### src/rtl/stopwatch_ctrl.sv
`default_nettype none
//============================================================================
// Module      : stopwatch_ctrl
// Description : Control FSM for a 3-digit BCD stopwatch counter. Turns the
//               debounced start/stop and lap/clear button levels into the
//               counter's go/clr controls, supports a lap freeze of the
//               displayed digits, optional auto-stop at 9.9.9 and a clean
//               clear out of reset.
// Revision    : 1.0 - initial release
//============================================================================
module stopwatch_ctrl #(
    parameter logic AUTO_STOP = 1'b1   // 1: stop at 9,9,9; 0: let the counter wrap
) (
    input  logic       clk,
    input  logic       reset,
    input  logic       btn_ss,
    input  logic       btn_lap,
    input  logic [3:0] d2,
    input  logic [3:0] d1,
    input  logic [3:0] d0,
    output logic       go,
    output logic       clr,
    output logic [3:0] disp2,
    output logic [3:0] disp1,
    output logic [3:0] disp0,
    output logic       running,
    output logic       lap_active
);

    // State encoding
    localparam logic [2:0] c_ST_CLR   = 3'd0;
    localparam logic [2:0] c_ST_IDLE  = 3'd1;
    localparam logic [2:0] c_ST_RUN   = 3'd2;
    localparam logic [2:0] c_ST_PAUSE = 3'd3;
    localparam logic [2:0] c_ST_LAP   = 3'd4;

    localparam logic [3:0] c_BCD_NINE = 4'd9;

    logic [2:0] r_state;
    logic [2:0] w_state_nxt;
    logic       r_prev_ss;
    logic       r_prev_lap;
    logic       w_ss_ev;
    logic       w_lap_ev;
    logic       w_at_max;
    logic       w_capture;
    logic       w_go_nxt;
    logic       w_clr_nxt;
    logic       r_go;
    logic       r_clr;
    logic [3:0] r_lap2;
    logic [3:0] r_lap1;
    logic [3:0] r_lap0;

    // Rising-edge events; start/stop takes priority when both rise together
    always_comb begin
        w_ss_ev  = btn_ss & ~r_prev_ss;
        w_lap_ev = btn_lap & ~r_prev_lap & ~w_ss_ev;
        w_at_max = AUTO_STOP && (d2 == c_BCD_NINE) && (d1 == c_BCD_NINE)
                             && (d0 == c_BCD_NINE);
    end

    // Previous button levels; set on reset so a held button needs a re-press
    always_ff @(posedge clk) begin
        if (reset) begin
            r_prev_ss  <= 1'b1;
            r_prev_lap <= 1'b1;
        end else begin
            r_prev_ss  <= btn_ss;
            r_prev_lap <= btn_lap;
        end
    end

    // Next-state logic and next values of the registered counter controls
    always_comb begin
        w_state_nxt = r_state;
        w_capture   = 1'b0;
        case (r_state)
            c_ST_CLR: begin
                w_state_nxt = c_ST_IDLE;
            end
            c_ST_IDLE: begin
                if (w_ss_ev) begin
                    w_state_nxt = c_ST_RUN;
                end
            end
            c_ST_RUN: begin
                if (w_ss_ev) begin
                    w_state_nxt = c_ST_PAUSE;
                end else if (w_at_max) begin
                    w_state_nxt = c_ST_PAUSE;
                end else if (w_lap_ev) begin
                    w_state_nxt = c_ST_LAP;
                    w_capture   = 1'b1;
                end
            end
            c_ST_PAUSE: begin
                if (w_ss_ev) begin
                    w_state_nxt = c_ST_RUN;
                end else if (w_lap_ev) begin
                    w_state_nxt = c_ST_CLR;
                end
            end
            c_ST_LAP: begin
                if (w_ss_ev) begin
                    w_state_nxt = c_ST_PAUSE;
                end else if (w_at_max) begin
                    // Auto-stop drops the lap freeze along with the run
                    w_state_nxt = c_ST_PAUSE;
                end else if (w_lap_ev) begin
                    w_state_nxt = c_ST_RUN;
                end
            end
            default: begin
                w_state_nxt = c_ST_CLR;
            end
        endcase
        w_go_nxt  = (w_state_nxt == c_ST_RUN) || (w_state_nxt == c_ST_LAP);
        w_clr_nxt = (w_state_nxt == c_ST_CLR);
    end

    // State register with go/clr held in flops that track the state decode
    always_ff @(posedge clk) begin
        if (reset) begin
            r_state <= c_ST_CLR;
            r_go    <= 1'b0;
            r_clr   <= 1'b1;
        end else begin
            r_state <= w_state_nxt;
            r_go    <= w_go_nxt;
            r_clr   <= w_clr_nxt;
        end
    end

    // Lap snapshot, written only when entering LAP from RUN
    always_ff @(posedge clk) begin
        if (reset) begin
            r_lap2 <= 4'd0;
            r_lap1 <= 4'd0;
            r_lap0 <= 4'd0;
        end else if (w_capture) begin
            r_lap2 <= d2;
            r_lap1 <= d1;
            r_lap0 <= d0;
        end
    end

    // Status decodes and display mux between live digits and the snapshot
    always_comb begin
        go         = r_go;
        clr        = r_clr;
        running    = (r_state == c_ST_RUN) || (r_state == c_ST_LAP);
        lap_active = (r_state == c_ST_LAP);
        disp2      = lap_active ? r_lap2 : d2;
        disp1      = lap_active ? r_lap1 : d1;
        disp0      = lap_active ? r_lap0 : d0;
    end

endmodule
`default_nettype wire

### config.mk
export PLATFORM = sky130hd
export DESIGN_NAME = stopwatch_ctrl
export DESIGN_NICKNAME = d
export VERILOG_FILES = /design/src/rtl/stopwatch_ctrl.sv
export SDC_FILE = /design/constraint.sdc
export NUM_CORES = 1
export LEC_CHECK = 0
export ABC_AREA = 1
export CORE_MARGIN = 3
export CORE_UTILIZATION = 35
export DETAILED_ROUTE_END_ITERATION = 8
export PLACE_DENSITY = 0.67
export SLEW_MARGIN = 15
export SYNTH_ARGS = -nofsm -noshare
export SYNTH_HDL_FRONTEND = slang
export SYNTH_SLANG_ARGS = --single-unit
### constraint.sdc
create_clock -name clk -period 2.1 [get_ports clk]
set_input_delay 0.21 -clock clk [delete_from_list [all_inputs] [get_ports clk]]
set_output_delay 0.21 -clock clk [all_outputs]
set_load 0.005 [all_outputs]
---- After elaboration in Yosys (flattened, before gate mapping) ----
Index checks and enable logic that the tools add are counted.
Widths: inputs -> output; s select.
storage, ports and cells
  output and inout bits ................... 16
  register bits after elaboration ......... 19
  logic and storage cells ................. 46
  input port bits ......................... 16
cells by class
  bitwise operators ....................... 6
  reduce and logical (&&, ||, !) cells .... 6
  muxes and demuxes ....................... 17
  equal/unequal tests ..................... 9
operators by type and width
  kind                number
  $mux 3              9
  $pmux 3 s5          1
  $eq 4x4->1 const B  3
  $mux 4              3
  $eq 3x2->1 const B  3
  $eq 3x3->1 const B  2
  $logic_not 3->1     2
  $mux 1              4
  $and 1x1->1         3
  $eq 3x1->1 const B  1
  $not 1->1           3
  $logic_and 1x1->1   2
  $logic_or 1x1->1    2

---- Longest topological paths before layout ----
  depth after elaboration ................. 10
  mapped depth ............................ 9
  mapped depth without buffers ............ 9

---- Least setup slack after synthesis ----
No wires, ideal clock.
  kind .................................... reg-to-output
  start point ............................. register r_state[1]
  end point ............................... output disp0[0]
  arrival ................................. 1.020 ns
  path buffers ............................ 2
  path slack .............................. 0.870 ns
  data required time ...................... 1.890 ns
  cell stages (with the launch flop) ...... 8
  path through ............................ dfxtp_1 nor2_2 nand2_2 inv_2 buf_6 buf_6 nand2_1 nand2_1
between the ends
  longest elaborated chain between the ends .. 2
ends and longest elaborated chain
  item                      RTL line  source
  start: declaration        39        logic [2:0] r_state;
  start signal: assignment  125       r_state <= c_ST_CLR;
  start signal: assignment  129       r_state <= w_state_nxt;
  $eq 3x3->1                153       lap_active = (r_state == c_ST_LAP);
  via lap_active            27        output logic lap_active
  $mux 4                    156       disp0 = lap_active ? r_lap0 : d0;
  end: declaration          25        output logic [3:0] disp0,
The timed path passes the listed nets, and every way through them passes these cells.

---- Worst setup path after layout ----
  start point ............................. register r_state[1]
  end point ............................... output disp0[2]
between the ends
  longest elaborated chain between the ends .. 2
ends and longest elaborated chain
  item        RTL line
  $eq 3x3->1  153
  $mux 4      156
No other way between the ends.

==> reports/qor_table.md <==
| Parameter | Reported |
|:---|:---|
| Clk pwr share | 0.256 |
| DRC violations left | 0 |
| CP max FO | 20 |
| Worst setup timing slack at the placement stage | 257 ps |
| Hold Crit Endpoint | r_lap2[0] |
| Setup Skew | 2.46 ps |
| Depth of the most critical reg-to-reg path | 7 |
| Register area share after synthesis | 0.383 |
| Area growth from synthesis to layout | 34.6% |
| Net Switching | 0.000181 W |
| Library cell contributing the largest single delay on the critical path | clkdlybuf4s50_1 |
| Critical R2R Launch | r_state[2] |
| Final-report max-slew violation count | 0 |
| RSZ-0062 raised after global routing | no |
| Leading cell type by number of instances after synthesis | nand2_1 |
| Post CTS Setup Buffer Count | 0 |
| Ratio of cells with drive above 1 in the final layout | 0.0989 |
| Combinational fraction of design power | 0.206 |
| Clock latency on the worst-skew pair | 290 ps |
| Worst hold-check slack | 494 ps |
| Run status | completed |
| Die Footprint | 3510 µm² |
| Final #Nets | 199 |
| Leakage | 0.583 nW |
| P_int | 0.000525 W |
| Simple-Gate Fraction of Synth Area | 0.393 |
| Number of violations reported at the end of detailed-routing iteration 0 | 29 |
| Cells along the critical path | nor2_4 > nand2_4 > inv_8 > nand2_1 > o21ai_1 > clkdlybuf4s50_1 |
| Net count after synthesis | 168 |
| Reg power frac | 0.538 |
| Clock root cell | clkbuf_4 |
| Final cycle utilization of the critical path | 0.941 |
| Via count | 1003 |
| Final cell area excluding filler cells | 1340 µm² |
| Number of buffers added by the clock tree synthesis step | 3 |
| Die X-Extent | 59.2 µm |
| Total clock sinks | 19 |
| Maximum clock rate | 506 MHz |
| Switching fraction of total power | 0.257 |
| Final hold viol count | 0 |
| Number of buffers added on ports | 31 |
| Crit Path Class | register to output pin |
| Maximum count of clock buffers along a single path | 2 |
| Clock edge transition at the registers on the reported setup and hold paths | 100 ps |
| Global-route total usage across every layer | 0.147 |
| Worst setup SP type | register |
| Number of max-cap violations | 0 |
| Drt via density | 4.73 |
| Initial antenna violation count | 0 |
| Post-CTS Hold Fix Bufs | 0 |
| Global-route wire length before repair | 4000 µm |
| Max VDD drop | 0.406 mV |
| Number of I/O pins | 32 |
| Final setup violating endpoints | 0 |
| Half-perimeter wire length after detailed placement | 1790 µm |
| Reg2reg setup slack | 730 ps |
| Sum of buffers and inverters on the critical path | 2 |
| Die Y-Extent | 59.2 µm |
| Count of standard-cell rows | 18 |
| Minimum clock period after layout | 1980 ps |
| Fin worst setup slack | 124 ps |
| Clock tree from TritonCTS | built |
| Post-placement cell area | 1290 µm² |
| Fraction of synthesized area in multiplexers | 0 |
| Critical path depth in cells | 6 |
| Share of flip-flops with an asynchronous set or reset after synthesis | 0 |
| Worst setup path start | r_state[1] |
| RR Endpoint | r_lap1[3] |
| Cell accounting for the most synthesized area | dfxtp_1 |
| Average wire length per cell after detail routing | 11.3 µm |
| Cell types with the highest counts after synthesis | nand2_1, nor2_1, dfxtp_1, o21ai_0, inv_1 |
| Endpoint arrival time on the critical path | 1770 ps |
| Total negative setup slack | 0 ps |
| Worst setup EP type | output pin |
| Count of flip-flops with a built-in enable after synthesis | 0 |
| Crit path max-delay family | buffers and inverters |
| Core outline area | 2590 µm² |
| Headroom to the max-slew limit | 0.735 |
| Slew at the pin with the worst max-slew slack | 396 ps |
| Worst hold path cell count | 2 |
| H-tree depth | 1 |
| Placer Congestion | 0.755 |
| P per Cell Area | 529 nW/µm² |
| Combinational family with the most area after synthesis | simple AND/OR/NAND/NOR gates |
| Slowest Stage Delay on Critical Path | 520 ps |
| Overflow after GRT | 0 |
| Required time worst endpoint | 1890 ps |
| Post-synth design cell area | 992 µm² |
| Syn Area/Cell | 6.53 µm² |
| Number of warning messages in the yosys log | 0 |
| Aggregate routed wire length | 2400 µm |
| Largest net degree at the start of global routing | 21 |
| Post-synthesis compound-gate area fraction | 0.117 |
| Worst Min Path Start | r_lap2[0] |
| Fraction of post-synthesis cell area in the top cell type by area | 0.383 |
| Number of flip-flops and latches in the synthesized netlist | 19 |
| Router iterations before antenna repair | 4 |
| Detail Route Antenna Nets | 0 |
| Most used flip-flop cell after synthesis | dfxtp_1 |
| Number of instances in the synthesized netlist | 152 |
| Synthesized-area fraction occupied by adder cells | 0 |
| Cell variety after synth | 19 |
| Post-synthesis share of cell area spent on xor and xnor gates | 0 |
| Initial standard-cell utilization of the core | 0.383 |
| Ranking of synthesized cells by area | dfxtp_1, nand2_1, nor2_1 |
| Antenna diode count | 0 |
| Hold Crit Class | register to register |
| Vias in the first global route | 972 |
-- cell usage in the layout, fill, tap and decap left out --
| master | synthesis | layout |
|---|---|---|
| nand2_1 | 40 | 40 |
| nor2_1 | 33 | 33 |
| clkdlybuf4s50_1 | 0 | 31 |
| dfxtp_1 | 19 | 19 |
| o21ai_0 | 14 | 13 |
| inv_1 | 12 | 12 |
| nand3_1 | 6 | 6 |
| o21ai_1 | 4 | 5 |
| nand2_2 | 4 | 3 |
| clkbuf_4 | 0 | 3 |
| nor2_4 | 1 | 2 |
| inv_2 | 3 | 2 |
| nand3_2 | 2 | 2 |
| nor2_2 | 3 | 2 |
| a21oi_1 | 2 | 2 |
| nand2_4 | 0 | 1 |
| inv_8 | 0 | 1 |
| o21ai_2 | 1 | 1 |
| or2_2 | 1 | 1 |
| nor3_1 | 1 | 1 |
| o21bai_1 | 1 | 1 |
| clkbuf_1 | 0 | 1 |
-- stage by stage --
stage               power, W  cells  utilization
global placement    0.000526    208        0.499
floorplan           0.000452    152            -
finish              0.000706    212        0.515
detailed placement  0.000529    208        0.499
CTS                 0.000714    212        0.511
global route        0.000751    212        0.515
-- routing by layer --
metal  wire length, µm  GRT usage  vias up
met5                 0          0        -
met4                 9     0.0680        0
met3               148     0.0261        2
met2              1170      0.251       23
met1              1070      0.178      446
li1                  -          -      532
-- power groups by stage --
stage / clock (W) / combinational (W) / sequential, W
global route: 0.000207 / 0.000163 / 0.000381
global placement: 0 / 0.000140 / 0.000386
CTS: 0.000192 / 0.000144 / 0.000378
floorplan: 0 / 0.0000655 / 0.000386
finish: 0.000181 / 0.000146 / 0.000380
detailed placement: 0 / 0.000142 / 0.000387
-- worst min-delay path, delay by kind of cell (launching register included) --
family	cells	cell delay, ps
flops	1	340
simple gates	2	130
-- cell families (layout without fill, tap and decap cells) --
| group | after synthesis | after routing |
|---|---|---|
| AND/OR/NAND/NOR | 91 | 91 |
| buffers and inverters | 20 | 50 |
| AO/OA/AOI/OAI | 22 | 22 |
| flip-flops | 19 | 19 |
-- layout make-up --
| class | count | area, µm² |
|---|---|---|
| Fill cell | 263 | 1250 |
| Tap cell | 30 | 37.5 |
| Inverter | 15 | 63.8 |
| Clock buffer | 4 | 26.3 |
| Multi-Input combinational cell | 113 | 517 |
| Sequential cell | 19 | 380 |
| Timing Repair Buffer | 31 | 310 |
-- how the worst max path moves through the flow --
stage                          end  slack [ps]
after floorplan           disp0[0]         870
after global placement    disp2[1]         330
after detailed placement  disp0[2]         260
after CTS                 disp0[2]          20
after global routing      disp2[1]         0.9
final                     disp0[2]         120
-- state kept, by name, indices dropped and copies added, names as in the netlist --
| register | cells |
|---|---|
| r_lap2 | 4 |
| r_lap0 | 4 |
| r_lap1 | 4 |
| clr | 1 |
| r_state | 3 |
| go | 1 |
| r_prev_lap | 1 |
| r_prev_ss | 1 |
-- what timing repair did --
action,4_1_cts,5_1_grt
resized for setup,2,5
gates cloned,0,0
endpoints found under the setup margin,12,12
No activity file was read; power rests on OpenSTA's default activity.
